<file path="config.mk">
export PLATFORM = sky130hd
export DESIGN_NAME = mem_port_arbiter
export DESIGN_NICKNAME = d
export VERILOG_FILES = /design/src/rtl/mem_arb_pkg.sv /design/src/rtl/owner_fifo.sv /design/src/rtl/mem_port_arbiter.sv
export SDC_FILE = /design/constraint.sdc
export NUM_CORES = 1
export LEC_CHECK = 0
export CORE_AREA = 2 2 162 164
export CTS_BUF_LIST = sky130_fd_sc_hd__clkbuf_8
export DETAILED_ROUTE_END_ITERATION = 6
export DIE_AREA = 0 0 164 166
export PLACE_DENSITY = 0.41
export SETUP_SLACK_MARGIN = 0.5
export SLEW_MARGIN = 20
export SYNTH_ARGS = -nofsm -noshare
export SYNTH_HDL_FRONTEND = slang
export SYNTH_SLANG_ARGS = --single-unit
</file>
<file path="constraint.sdc">
create_clock -name CLK -period 4.95 [get_ports CLK]
set_clock_uncertainty 0.2 [all_clocks]
set_input_delay 0.7425 -clock CLK [delete_from_list [all_inputs] [get_ports CLK]]
set_output_delay 0.7425 -clock CLK [all_outputs]
set_load 0.02 [all_outputs]
</file>
<file path="src/rtl/mem_arb_pkg.sv">
// rtl/mem_arb_pkg.sv - shared types and field layout for the imem/dmem memory port arbiter
package mem_arb_pkg;

    localparam int REQ_ADDR_WIDTH = 32;
    localparam int REQ_DATA_WIDTH = 32;
    localparam int MEM_OP_SIZE    = 68;

    localparam int BYTE_EN_LSB = 64;
    localparam int ADDR_LSB    = 32;
    localparam int DATA_LSB    = 0;

    typedef enum logic {
        CLIENT_IMEM = 1'b0,
        CLIENT_DMEM = 1'b1
    } client_id_t;

    typedef struct packed {
        logic [3:0]                byte_en;
        logic [REQ_ADDR_WIDTH-1:0] addr;
        logic [REQ_DATA_WIDTH-1:0] data;
    } mem_op_t;

    function automatic client_id_t other_client(input client_id_t c);
        return (c == CLIENT_IMEM) ? CLIENT_DMEM : CLIENT_IMEM;
    endfunction

endpackage

</file>
<file path="src/rtl/owner_fifo.sv">
// rtl/owner_fifo.sv - in-order tag FIFO recording which client owns each outstanding memory request
module owner_fifo
    import mem_arb_pkg::*;
#(
    parameter int DEPTH = 2
) (
    input  logic       CLK,
    input  logic       RST_N,
    input  logic       push_i,
    input  client_id_t push_id_i,
    input  logic       pop_i,
    output logic       full_o,
    output logic       empty_o,
    output client_id_t head_o
);

    localparam int CNT_W = $clog2(DEPTH + 1);
    localparam int PTR_W = (DEPTH > 1) ? $clog2(DEPTH) : 1;

    if (DEPTH < 1) begin : g_bad_depth
        $error("owner_fifo DEPTH must be at least 1");
    end

    client_id_t       tag_q [DEPTH];
    logic [PTR_W-1:0] wr_ptr_q, wr_ptr_d;
    logic [PTR_W-1:0] rd_ptr_q, rd_ptr_d;
    logic [CNT_W-1:0] count_q, count_d;
    logic             do_push, do_pop;

    function automatic logic [PTR_W-1:0] ptr_inc(input logic [PTR_W-1:0] p);
        return (p == PTR_W'(DEPTH - 1)) ? '0 : p + PTR_W'(1);
    endfunction

    assign full_o  = (count_q == CNT_W'(DEPTH));
    assign empty_o = (count_q == '0);
    assign head_o  = tag_q[rd_ptr_q];

    // Full refuses a push even when a pop frees a slot in the same cycle.
    assign do_push = push_i && !full_o;
    assign do_pop  = pop_i && !empty_o;

    always_comb begin
        wr_ptr_d = wr_ptr_q;
        rd_ptr_d = rd_ptr_q;
        count_d  = count_q;
        if (do_push) begin
            wr_ptr_d = ptr_inc(wr_ptr_q);
        end
        if (do_pop) begin
            rd_ptr_d = ptr_inc(rd_ptr_q);
        end
        case ({do_push, do_pop})
            2'b10:   count_d = count_q + CNT_W'(1);
            2'b01:   count_d = count_q - CNT_W'(1);
            default: count_d = count_q;
        endcase
    end

    always_ff @(posedge CLK) begin
        if (!RST_N) begin
            wr_ptr_q <= '0;
            rd_ptr_q <= '0;
            count_q  <= '0;
        end else begin
            wr_ptr_q <= wr_ptr_d;
            rd_ptr_q <= rd_ptr_d;
            count_q  <= count_d;
        end
    end

    always_ff @(posedge CLK) begin
        if (do_push) begin
            tag_q[wr_ptr_q] <= push_id_i;
        end
    end

`ifndef SYNTHESIS
    always @(posedge CLK) begin
        if (RST_N) begin
            assert (!(push_i && full_o)) else $error("owner_fifo: push while full");
            assert (!(pop_i && empty_o)) else $error("owner_fifo: pop while empty");
        end
    end
`endif

endmodule

</file>
<file path="src/rtl/mem_port_arbiter.sv">
// rtl/mem_port_arbiter.sv - round-robin sharing of one memory port between imem (c0) and dmem (c1)
// Define ARB_STATS_EN to add the grant and conflict counters.
module mem_port_arbiter
    import mem_arb_pkg::*;
#(
    parameter int OP_WIDTH    = MEM_OP_SIZE,
    parameter int OWNER_DEPTH = 2
) (
    input  logic                CLK,
    input  logic                RST_N,
    input  logic                c0_put_enable,
    input  logic [OP_WIDTH-1:0] c0_put_request,
    output logic                c0_put_ready,
    input  logic                c0_get_enable,
    output logic                c0_get_ready,
    output logic [OP_WIDTH-1:0] c0_get_response,
    input  logic                c1_put_enable,
    input  logic [OP_WIDTH-1:0] c1_put_request,
    output logic                c1_put_ready,
    input  logic                c1_get_enable,
    output logic                c1_get_ready,
    output logic [OP_WIDTH-1:0] c1_get_response,
    output logic                mem_put_enable,
    output logic [OP_WIDTH-1:0] mem_put_request,
    input  logic                mem_put_ready,
    output logic                mem_get_enable,
    input  logic                mem_get_ready,
    input  logic [OP_WIDTH-1:0] mem_get_response
`ifdef ARB_STATS_EN
    ,
    output logic [31:0]         stat_grants0,
    output logic [31:0]         stat_grants1,
    output logic [31:0]         stat_conflicts
`endif
);

    client_id_t prio_q, prio_d;
    client_id_t owner_head;
    logic       owner_full, owner_empty;
    logic       can_issue;
    logic       c0_xfer, c1_xfer;
    logic       resp_valid;

    assign can_issue    = RST_N && mem_put_ready && !owner_full;
    assign c0_put_ready = can_issue && (prio_q == CLIENT_IMEM || !c1_put_enable);
    assign c1_put_ready = can_issue && (prio_q == CLIENT_DMEM || !c0_put_enable);
    assign c0_xfer      = c0_put_enable && c0_put_ready;
    assign c1_xfer      = c1_put_enable && c1_put_ready;

    assign mem_put_enable  = c0_xfer || c1_xfer;
    assign mem_put_request = c1_xfer ? c1_put_request : c0_put_request;

    always_ff @(posedge CLK) begin
        if (!RST_N) begin
            prio_q <= CLIENT_IMEM;
        end else begin
            prio_q <= prio_d;
        end
    end

    always_comb begin
        prio_d = prio_q;
        if (c0_xfer) begin
            prio_d = other_client(CLIENT_IMEM);
        end else if (c1_xfer) begin
            prio_d = other_client(CLIENT_DMEM);
        end
    end

    owner_fifo #(
        .DEPTH (OWNER_DEPTH)
    ) u_owner_fifo (
        .CLK       (CLK),
        .RST_N     (RST_N),
        .push_i    (mem_put_enable),
        .push_id_i (c1_xfer ? CLIENT_DMEM : CLIENT_IMEM),
        .pop_i     (mem_get_enable),
        .full_o    (owner_full),
        .empty_o   (owner_empty),
        .head_o    (owner_head)
    );

    // Only the client owning the oldest outstanding request sees the response.
    assign resp_valid      = RST_N && mem_get_ready && !owner_empty;
    assign c0_get_ready    = resp_valid && (owner_head == CLIENT_IMEM);
    assign c1_get_ready    = resp_valid && (owner_head == CLIENT_DMEM);
    assign c0_get_response = mem_get_response;
    assign c1_get_response = mem_get_response;
    assign mem_get_enable  = (c0_get_enable && c0_get_ready) || (c1_get_enable && c1_get_ready);

`ifdef ARB_STATS_EN
    logic [31:0] stat_grants0_q, stat_grants1_q, stat_conflicts_q;

    always_ff @(posedge CLK) begin
        if (!RST_N) begin
            stat_grants0_q   <= '0;
            stat_grants1_q   <= '0;
            stat_conflicts_q <= '0;
        end else begin
            if (c0_xfer) begin
                stat_grants0_q <= stat_grants0_q + 32'd1;
            end
            if (c1_xfer) begin
                stat_grants1_q <= stat_grants1_q + 32'd1;
            end
            if (c0_put_enable && c1_put_enable && can_issue) begin
                stat_conflicts_q <= stat_conflicts_q + 32'd1;
            end
        end
    end

    assign stat_grants0   = stat_grants0_q;
    assign stat_grants1   = stat_grants1_q;
    assign stat_conflicts = stat_conflicts_q;
`endif

`ifndef SYNTHESIS
    always @(posedge CLK) begin
        if (RST_N) begin
            assert (!(mem_get_ready && owner_empty))
                else $error("mem_port_arbiter: memory response with no outstanding owner");
        end
    end
`endif

endmodule

</file>
==> results.md, run 1 <==
* Run status: completed
* Grt peak-use layer: met2
* First-pass GRT wire length at 12310 microns
* Row cnt at 59
* Yosys Warn Count at 0
* Clk pwr share at 17.1%
* RSZ-0062 raised after global routing: no
* Remaining DRCs at 0
* Cell chain of the critical path: clkdlybuf4s50_1 > nand2_1 > nor3_2 > nand2_8 > mux2_2 > clkdlybuf4s50_1
* P_sw at 0.1433 mW
* Number of buffers created by CTS at 3
* CTS tree: yes
* Place WS at 0.5430 ns
* Final hold violation count at 0
* WS Path Type: primary input to output pin
* TNS Setup at 0 ns
* CP max stage delay at 0.63 ns
* Final Util at 15.03%
* Via count at 1900
* Lkg Pwr at 1.369 nW
* Clk slew on worst S/H paths at 0.04 ns
* Overflow left after global routing at 0
* Grt met3 use at 3.571%
* CP delay by family, top: buffers and inverters
* Clock buffer depth at 2
* Mapped Area at 2267 sq um
* Flops & latches, synth at 8
* Synth top area share at 45.03%
* End of the worst register-to-register path: u_owner_fifo.count_q[1]
* Post-route worst setup slack at 0.7703 ns
* Gate count of the mapped netlist at 255
* Via density at 2.840
* Vias in the first global route at 2135
* All-Layer GR Usage at 5.976%
* Clock root cell: clkbuf_8
* Cell taking the most area after synthesis: buf_4
* Post-DRT Antenna Nets at 0
* Post-synth EDFFs at 2
* Crit end category: output pin
* Sequential share of power at 15.6%
* CP max FO at 69
* Cell mode on critical path: clkdlybuf4s50_1
* Routability cong. at 0.7415
* Area grow syn2layout at 69.87%
* Buf/Inv on CP at 2
* Worst vdd rail ir drop at 0.00007025 V
* Max-Cap Viols at 0
* Final setup vio count at 0
* Pwr dens at 122.2 nW/um^2
* Post-Place Cells at 664
* IO Port Bufs at 217
* Die Wd at 164 microns
* Power, Total at 0.4707 mW
* Worst EP arrival at 3.24 ns
* Hold Path Sink: u_owner_fifo.count_q[1]
* Syn nets at 468
* Critical path startpoint category: primary input
* Max-slew headroom at 59.14%
* Routing usage on met1 at 5.735%
* Die ar. at 27220 sq um
* P_int at 0.3274 mW
* H-tree levels at 1
* Netlist cell types at 25
* Hold Path Stages at 2
* Setup Fix Bufs, Post-CTS at 0
* Sw frac at 30.44%
* Largest net degree at the start of global routing at 70
* Final period util at 84.44%
* Worst skew pair latency at 0.23 ns
* Reg2Reg Depth at 6
* Core ar. at 25620 sq um
* Least-Margin Pin Slew at 0.6129 ns
* Initial DRC count at 24
* Initial antenna violation count at 2
* Layout cells sized above 1 at 21.92%
* Max Slew Vio Count at 0
* Combinational fraction of design power at 67.3%
* Initial Util at 8.851%
* Hold_sp: u_owner_fifo.count_q[1]
* Nets at 547
* Met2 Usage GRT at 10.25%
* Cts repair resizes at 0
* DP Wirelength at 7702 microns
* Flop-to-flop setup slack at 2.77 ns
* Die Y at 166 microns
* Post-CTS Hold Buffers at 0
* Hold Path Class: flop to flop
* Asr flop ratio synth at 0%
* Synth area leaders: buf_4 45%, mux2_2 29%, mux2_4 6.0%, dfxtp_1 5.3%, edfxtp_1 2.6%
* Achievable Freq at 239.3 MHz
* CTS Sinks at 8
* Tmin final at 4.180 ns
* Drt pass-1 iters at 4
* I/O Pins at 422
* Finished Layout Cells at 669
* Drt wl/cell at 13.08 microns
* Slowest-stage cell, CP: clkdlybuf4s50_1
* Synth top cells by count: 136 x buf_4, 59 x mux2_2, 9 x mux2_4
* Synthesized area per cell at 8.891 sq um
* Sequential fraction of the synthesis area at 7.947%
* Final wirelength at 8749 microns
* Critical Path RT at 4.01 ns
* Most frequent cell after synthesis: buf_4
* Top_reg_cell synth: dfxtp_1
-- cell usage in the layout (no fill, tap or decap), drive strengths merged --
| cell | n |
|---|---|
| clkdlybuf4s50 | 217 |
| mux2 | 68 |
| nor2 | 7 |
| dfxtp | 6 |
| inv | 4 |
| nor2b | 3 |
| o21ai | 3 |
| a21oi | 3 |
| clkbuf | 3 |
| mux2i | 2 |
| or3 | 2 |
| and2 | 2 |
| xnor2 | 2 |
| edfxtp | 2 |
| nand2 | 2 |
| diode | 1 |
| o211ai | 1 |
| nor3 | 1 |
| a211oi | 1 |
| a31oi | 1 |
| o21a | 1 |
| xor2 | 1 |
| ha | 1 |
-- power by group through the flow --
stage,Sequential (mW),Clock [mW],Combinational [mW]
final,0.0733,0.0805,0.317
after global routing,0.0738,0.0890,0.336
after CTS,0.0734,0.0835,0.323
after detailed placement,0.0746,0,0.320
after global placement,0.0744,0,0.320
after floorplan,0.0739,0,0.279
-- worst max path at each step --
stage / slack, ns / from / depth (start not counted) / to
6_report: 0.77 / RST_N / 6 / mem_put_request[60]
5_1_grt: 0.60 / RST_N / 6 / mem_put_request[15]
4_1_cts: 0.54 / RST_N / 6 / mem_put_request[39]
3_5_place_dp: 0.54 / RST_N / 6 / mem_put_request[39]
3_3_place_gp: 0.65 / RST_N / 6 / mem_put_request[60]
2_1_floorplan: 2.00 / mem_put_ready / 6 / mem_put_request[42]
-- stage by stage --
step	hold WS [ns]	area, sq um
detailed placement	0.3057	3795
CTS	0.3136	3840
global route	0.3305	3849
floorplan	0.2667	2267
finish	0.3118	3851
global placement	0.2954	3795
-- worst register-to-register path: stages (launching register included) --
cell     delay, ns
dfxtp_1       0.32
mux2i_1       0.30
mux2i_1       0.36
nor2_1        0.08
ha_1          0.34
or3_1         0.38
a21oi_1       0.14
-- final cells by class --
class	instances	area, sq um
multi-input cells	101	1021
inverters	3	11.26
well taps	335	419.2
diodes	1	2.502
clock inverters	1	3.754
clock buffers	3	41.29
repair buffers	217	2172
fillers	2871	21760
flip-flops and latches	8	180.2
-- logic make-up after synthesis --
group	count (synthesis)	synth area share, %
compound gates	10	2.594
xor+xnor	3	1.159
fa+ha+maj	1	0.5518
buf+inv	146	47.63
flops	8	7.947
mux	70	36.15
simple gates	17	3.974
-- routing by layer --
metal / routed length (microns) / vias up
li1: - / 871
met5: 13 / -
met1: 2862 / 814
met3: 1408 / 41
met4: 381 / 2
met2: 4083 / 172
No activity file was read; power rests on OpenSTA's default activity.
==> inputs of run 2 (changes only) <==
- CORE_AREA: 2 2 162 164 -> 2 2 165 167
- DIE_AREA: 0 0 164 166 -> 0 0 167 169
- PLACE_DENSITY: 0.41 -> 0.4
- clock period: 4.95 -> 3.99 ns (I/O delays scaled with it)
==> results.md, run 2 (synthesis gave the netlist of run 1 again) <==
* IO Port Bufs at 217 (unchanged)
* Initial DRC count at 52 (+120%)
* Place WS at 0.2162 ns (-0.3268 ns)
* Layout cells sized above 1 at 25.36% (+3.4 points)
* Most common cell after layout, fill and taps aside: clkdlybuf4s50_1
* WS Path Type: primary input to output pin
* P_int at 0.3887 mW (+19%)
* Sw frac at 31.84% (+1.4 points)
* Overflow left after global routing at 0 (unchanged)
* Initial antenna violation count at 3 (+1)
* Final period util at 86.41%
* Post-route worst setup slack at 0.5421 ns (-0.2282 ns)
* Clk slew on worst S/H paths at 0.04 ns (about the same)
* # fillers at 3020 (+5.2%)
* Clock root cell: clkbuf_8
* Routability cong. at 0.6850 (-7.6%)
* Hold Path Class: flop to flop
* Initial Util at 8.555% (-0.30 points)
* First-pass GRT wire length at 13190 microns (+7.2%)
* Worst vdd rail ir drop at 0.00008031 V (+14%)
* Worst EP arrival at 2.65 ns (-0.59 ns)
* Achievable Freq at 290.0 MHz
* Nets at 557 (+1.8%)
* FF/Latch Area at 180.2 sq um (unchanged)
* Run status: completed
* Remaining DRCs at 0 (unchanged)
* Max-Cap Viols at 0 (unchanged)
* Area grow syn2layout at 74.12%
* Least-Margin Pin Slew at 0.5453 ns (-0.06765 ns)
* Die Y at 169 microns (+1.8%)
* Clk pwr share at 17.8% (+0.7 points)
* Max Slew Vio Count at 0 (unchanged)
* Critical path startpoint category: primary input
* CTS Sinks at 8 (unchanged)
* Drt wl/cell at 14.02 microns (+7.2%)
* Critical Path RT at 3.19 ns (-0.82 ns)
* Tmin final at 3.448 ns
* Final setup vio count at 0 (unchanged)
* Max-slew headroom at 63.49% (+4.3 points)
* I/O Pins at 422 (unchanged)
* H-tree levels at 1 (unchanged)
* P_sw at 0.1815 mW (+27%)
* Combinational fraction of design power at 66.2% (-1.1 points)
* CTS tree: yes
* Drt pass-1 iters at 4 (unchanged)
* DP Wirelength at 8411 microns (+9.2%)
* Sequential share of power at 16.0% (+0.4 points)
* Vias in the first global route at 2178 (+2.0%)
* Via density at 2.958 (+4.1%)
* Core ar. at 26500 sq um (+3.5%)
* Die Wd at 167 microns (+1.8%)
* Commonest non-fill, non-tap cells in the layout: 150 x clkdlybuf4s50_1, 59 x mux2_2, 55 x dlygate4sd2_1
* Clock buffer depth at 2 (unchanged)
* TNS Setup at 0 ns (unchanged)
* RSZ-0062 raised after global routing: yes
* Area taken by multi-input logic gates at 1018 sq um (-0.24%)
* CP max FO at 20 (-71%)
* Final wirelength at 9603 microns (+9.8%)
* Post-DRT Antenna Nets at 0 (unchanged)
* Pwr dens at 144.5 nW/um^2 (+18%)
* Largest net degree at the start of global routing at 21 (-70%)
* All-Layer GR Usage at 6.209% (+0.23 points)
* Worst skew pair latency at 0.23 ns (about the same)
* Crit end category: output pin
* Row cnt at 60 (+1.7%)
* Lkg Pwr at 1.573 nW (+15%)
* Via count at 2026 (+6.6%)
* Number of buffers created by CTS at 3 (unchanged)
* Final hold violation count at 0 (unchanged)
* Die ar. at 28220 sq um (+3.7%)
## run 2: changes by cell type in the layout (fill, tap and decap cells not counted)
cell and change:
dlymetal6s2s_1 +3, nor3_4 +1, nand2_8 -1, bufbuf_16 +1, buf_4 +8, nand2_4 +1, nor3_2 -1, buf_12 +5
dlygate4sd2_1 +55, clkdlybuf4s15_1 +5, clkdlybuf4s50_1 -67
## run 2: worst paths after layout
path	cells after the start	from	to	slack, ns
worst min register to register	2	u_owner_fifo.count_q[1]	u_owner_fifo.count_q[1]	0.31
worst max-delay path	7	c0_put_enable	mem_put_request[67]	0.54
worst min-delay path	2	u_owner_fifo.count_q[1]	u_owner_fifo.count_q[1]	0.31
worst max register to register	6	flop	u_owner_fifo.count_q[1]	1.67
## run 2: critical path, cell delays in order
cell	delay, ns
clkdlybuf4s50_1	0.45
nor2b_1	0.17
nor3_4	0.27
nand2_4	0.13
buf_12	0.18
mux2_2	0.23
clkdlybuf4s50_1	0.60
## run 2: timing repair
action,in CTS,in global routing
hold buffers,0,0
setup buffers,2,4
cloned,1,0
endpoints found under the hold margin,0,0
pin swaps,1,0
endpoints found under the setup margin,64,22
resized for setup,61,8
## run 2: power groups by stage
| stage | sequential [mW] | clock (mW) | combinational (mW) |
|---|---|---|---|
| 4_1_cts | 0.0912 | 0.104 | 0.385 |
| 2_1_floorplan | 0.0917 | 0 | 0.346 |
| 6_report | 0.0912 | 0.102 | 0.378 |
| 5_1_grt | 0.0917 | 0.109 | 0.402 |
| 3_5_place_dp | 0.0926 | 0 | 0.407 |
| 3_3_place_gp | 0.0923 | 0 | 0.407 |
## run 2: final cells by class
cell class                 instances  area share [%]
clock buffer                       3           1.046
sequential                         8           4.564
clock inverter                     1         0.09509
tap                              341           10.81
timing repair buffer             227           57.34
inverter                           3          0.2853
multi-input combinational        101           25.80
antenna                            1         0.06339
## run 2: per-layer routing
metal	routed length, microns	part of all wire [%]	vias to the layer above	GRT usage [%]
li1	-	-	887	-
met3	1616	17	51	4.232
met2	4555	47	220	10.61
met4	365	3.8	4	2.399
met5	23	0.24	-	0
met1	3041	32	864	5.870
## run 2: per-stage QoR
| step | hold slack [ns] | total power [mW] | util, % | instances | area, sq um |
|---|---|---|---|---|---|
| finish | 0.3119 | 0.5702 | 14.90 | 685 | 3948 |
| global route | 0.3503 | 0.6034 | 14.89 | 684 | 3945 |
| CTS | 0.3121 | 0.5795 | 14.72 | 680 | 3901 |
| detailed placement | 0.3042 | 0.5001 | 14.63 | 673 | 3877 |
| global placement | 0.2882 | 0.4990 | 14.63 | 673 | 3877 |
| floorplan | 0.2667 | 0.4378 | - | 255 | 2267 |
==> inputs of run 3 (changes only) <==
- CORE_AREA: 2 2 165 167 -> 3 3 162 164
- DIE_AREA: 0 0 167 169 -> 0 0 165 167
- PLACE_DENSITY: 0.4 -> 0.42
==> results.md, run 3 (synthesis gave the netlist of run 1 again) <==
* Cell chain of the critical path: clkdlybuf4s50_1 > nor2b_1 > nor3_4 > nand2_4 > buf_12 > mux2_2 > clkdlybuf4s50_1
* Die Y at 167 microns (-1.2%)
* Grt peak-use layer: met2
* CTS tree: yes
* Routability cong. at 0.8116 (+18%)
* Worst skew pair latency at 0.23 ns (about the same)
* IO Port Bufs at 217 (unchanged)
* Final hold violation count at 0 (unchanged)
* Pwr dens at 148.5 nW/um^2 (+2.8%)
* Met2 Usage GRT at 10.71% (+0.10 points)
* Worst vdd rail ir drop at 0.00006503 V (-19%)
* CTS Sinks at 8 (unchanged)
* Clock root cell: clkbuf_8
* Initial antenna violation count at 1 (-2)
* Run status: completed
* Vias in the first global route at 2235 (+2.6%)
* Routing usage on met1 at 6.141% (+0.27 points)
* Place WS at 0.2320 ns (+0.01585 ns)
* Nets at 551 (-1.1%)
* Layout cells sized above 1 at 23.81% (-1.6 points)
* Drt pass-1 iters at 4 (unchanged)
* Post-route worst setup slack at 0.4889 ns (-0.05325 ns)
* First-pass GRT wire length at 13100 microns (-0.67%)
* Critical path startpoint category: primary input
* WS Path Type: primary input to output pin
* Grt met3 use at 3.557% (-0.67 points)
* Clock buffer depth at 2 (unchanged)
* Commonest non-fill, non-tap cells in the layout: 191 x clkdlybuf4s50_1, 59 x mux2_2, 14 x dlymetal6s2s_1
* Core ar. at 25040 sq um (-5.5%)
* Slowest-stage cell, CP: clkdlybuf4s50_1
* Buf/Inv on CP at 3 (unchanged)
* H-tree levels at 1 (unchanged)
* Final Util at 15.66% (+0.76 points)
* Post-DRT Antenna Nets at 0 (unchanged)
* DP Area at 3834 sq um (-1.1%)
* # fillers at 2834 (-6.2%)
* Critical Path RT at 3.19 ns (about the same)
* Lkg Pwr at 1.545 nW (-1.7%)
* Most common cell after layout, fill and taps aside: clkdlybuf4s50_1
* Max-slew headroom at 58.62% (-4.9 points)
* CP delay by family, top: buffers and inverters
* Row cnt at 58 (-3.3%)
* I/O Pins at 422 (unchanged)
* CP max FO at 50 (+150%)
* Cell mode on critical path: clkdlybuf4s50_1
* Post-Place Cells at 661 (-1.8%)
* Least-Margin Pin Slew at 0.6180 ns (+0.07270 ns)
* Initial Util at 9.055% (+0.50 points)
* Hold_ws at 0.3187 ns (+0.006721 ns)
* Power, Total at 0.5823 mW (+2.1%)
* Overflow left after global routing at 0 (unchanged)
* Initial DRC count at 52 (unchanged)
* Die Wd at 165 microns (-1.2%)
* Via count at 1953 (-3.6%)
* Diodes inserted at 0 (-1)
* Final period util at 87.75% (+1.3 points)
* Hold Path Class: flop to flop
* Via density at 2.932 (-0.85%)
* Clk slew on worst S/H paths at 0.04 ns (about the same)
* Worst EP arrival at 2.70 ns (+0.05 ns)
* All-Layer GR Usage at 6.236% (+0.026 points)
* CP max stage delay at 0.54 ns (-0.06 ns)
* Post-route design area at 3920 sq um (-0.70%)
* Drt wl/cell at 13.86 microns (-1.1%)
* Final setup vio count at 0 (unchanged)
* Largest net degree at the start of global routing at 51 (+140%)
* Max-Cap Viols at 0 (unchanged)
* DP Wirelength at 8138 microns (-3.2%)
* Crit end category: output pin
* Number of buffers created by CTS at 3 (unchanged)
* Tmin final at 3.501 ns (+0.05325 ns)
* Finished Layout Cells at 666 (-2.8%)
* Final wirelength at 9233 microns (-3.9%)
* Remaining DRCs at 0 (unchanged)
* Area grow syn2layout at 72.90%
* Achievable Freq at 285.6 MHz (-1.5%)
* Die ar. at 27560 sq um (-2.4%)
* Max Slew Vio Count at 0 (unchanged)
* TNS Setup at 0 ns (unchanged)
* RSZ-0062 raised after global routing: yes
==> run 3: timing repair <==
item / in CTS / in global routing
gates resized for setup: 10 / 14
buffers inserted: 2 / 0
hold buffers: 0 / 0
pin swaps: 1 / 0
endpoints found under the setup margin: 58 / 56
endpoints found under the hold margin: 0 / 0
==> run 3: final timing paths <==
path / start / to / slack (ns) / cells after the start
hold / removal: u_owner_fifo.count_q[1] / u_owner_fifo.count_q[1] / 0.32 / 2
setup / recovery: c0_put_enable / mem_put_request[10] / 0.49 / 7
setup reg to reg: flop / u_owner_fifo.count_q[1] / 1.62 / 6
hold reg to reg: u_owner_fifo.count_q[1] / u_owner_fifo.count_q[1] / 0.32 / 2
==> run 3: area by class of cell <==
| class | count | area, sq um | area share [%] |
|---|---|---|---|
| repair buffers | 221 | 2256 | 57.55 |
| multi-input cells | 101 | 1018 | 25.98 |
| clock buffers | 3 | 41.29 | 1.053 |
| flip-flops and latches | 8 | 180.2 | 4.596 |
| inverters | 3 | 11.26 | 0.2873 |
| well taps | 330 | 412.9 | 10.53 |
==> run 3: metal layers <==
layer,up-vias,share of wire (%)
li1,872,-
met1,846,34
met2,197,48
met3,36,15
met4,2,3.4
met5,-,0.076
==> run 3: power breakdown <==
group / internal, mW / switching (mW)
Clock: 0.0654 / 0.0316
Combinational: 0.250 / 0.144
Sequential: 0.0877 / 0.00350
==> run 3: tightest hold or removal path, cell delays in order (launching register included) <==
cell     delay, ns
dfxtp_1       0.32
o21ai_0       0.08
a21oi_1       0.06
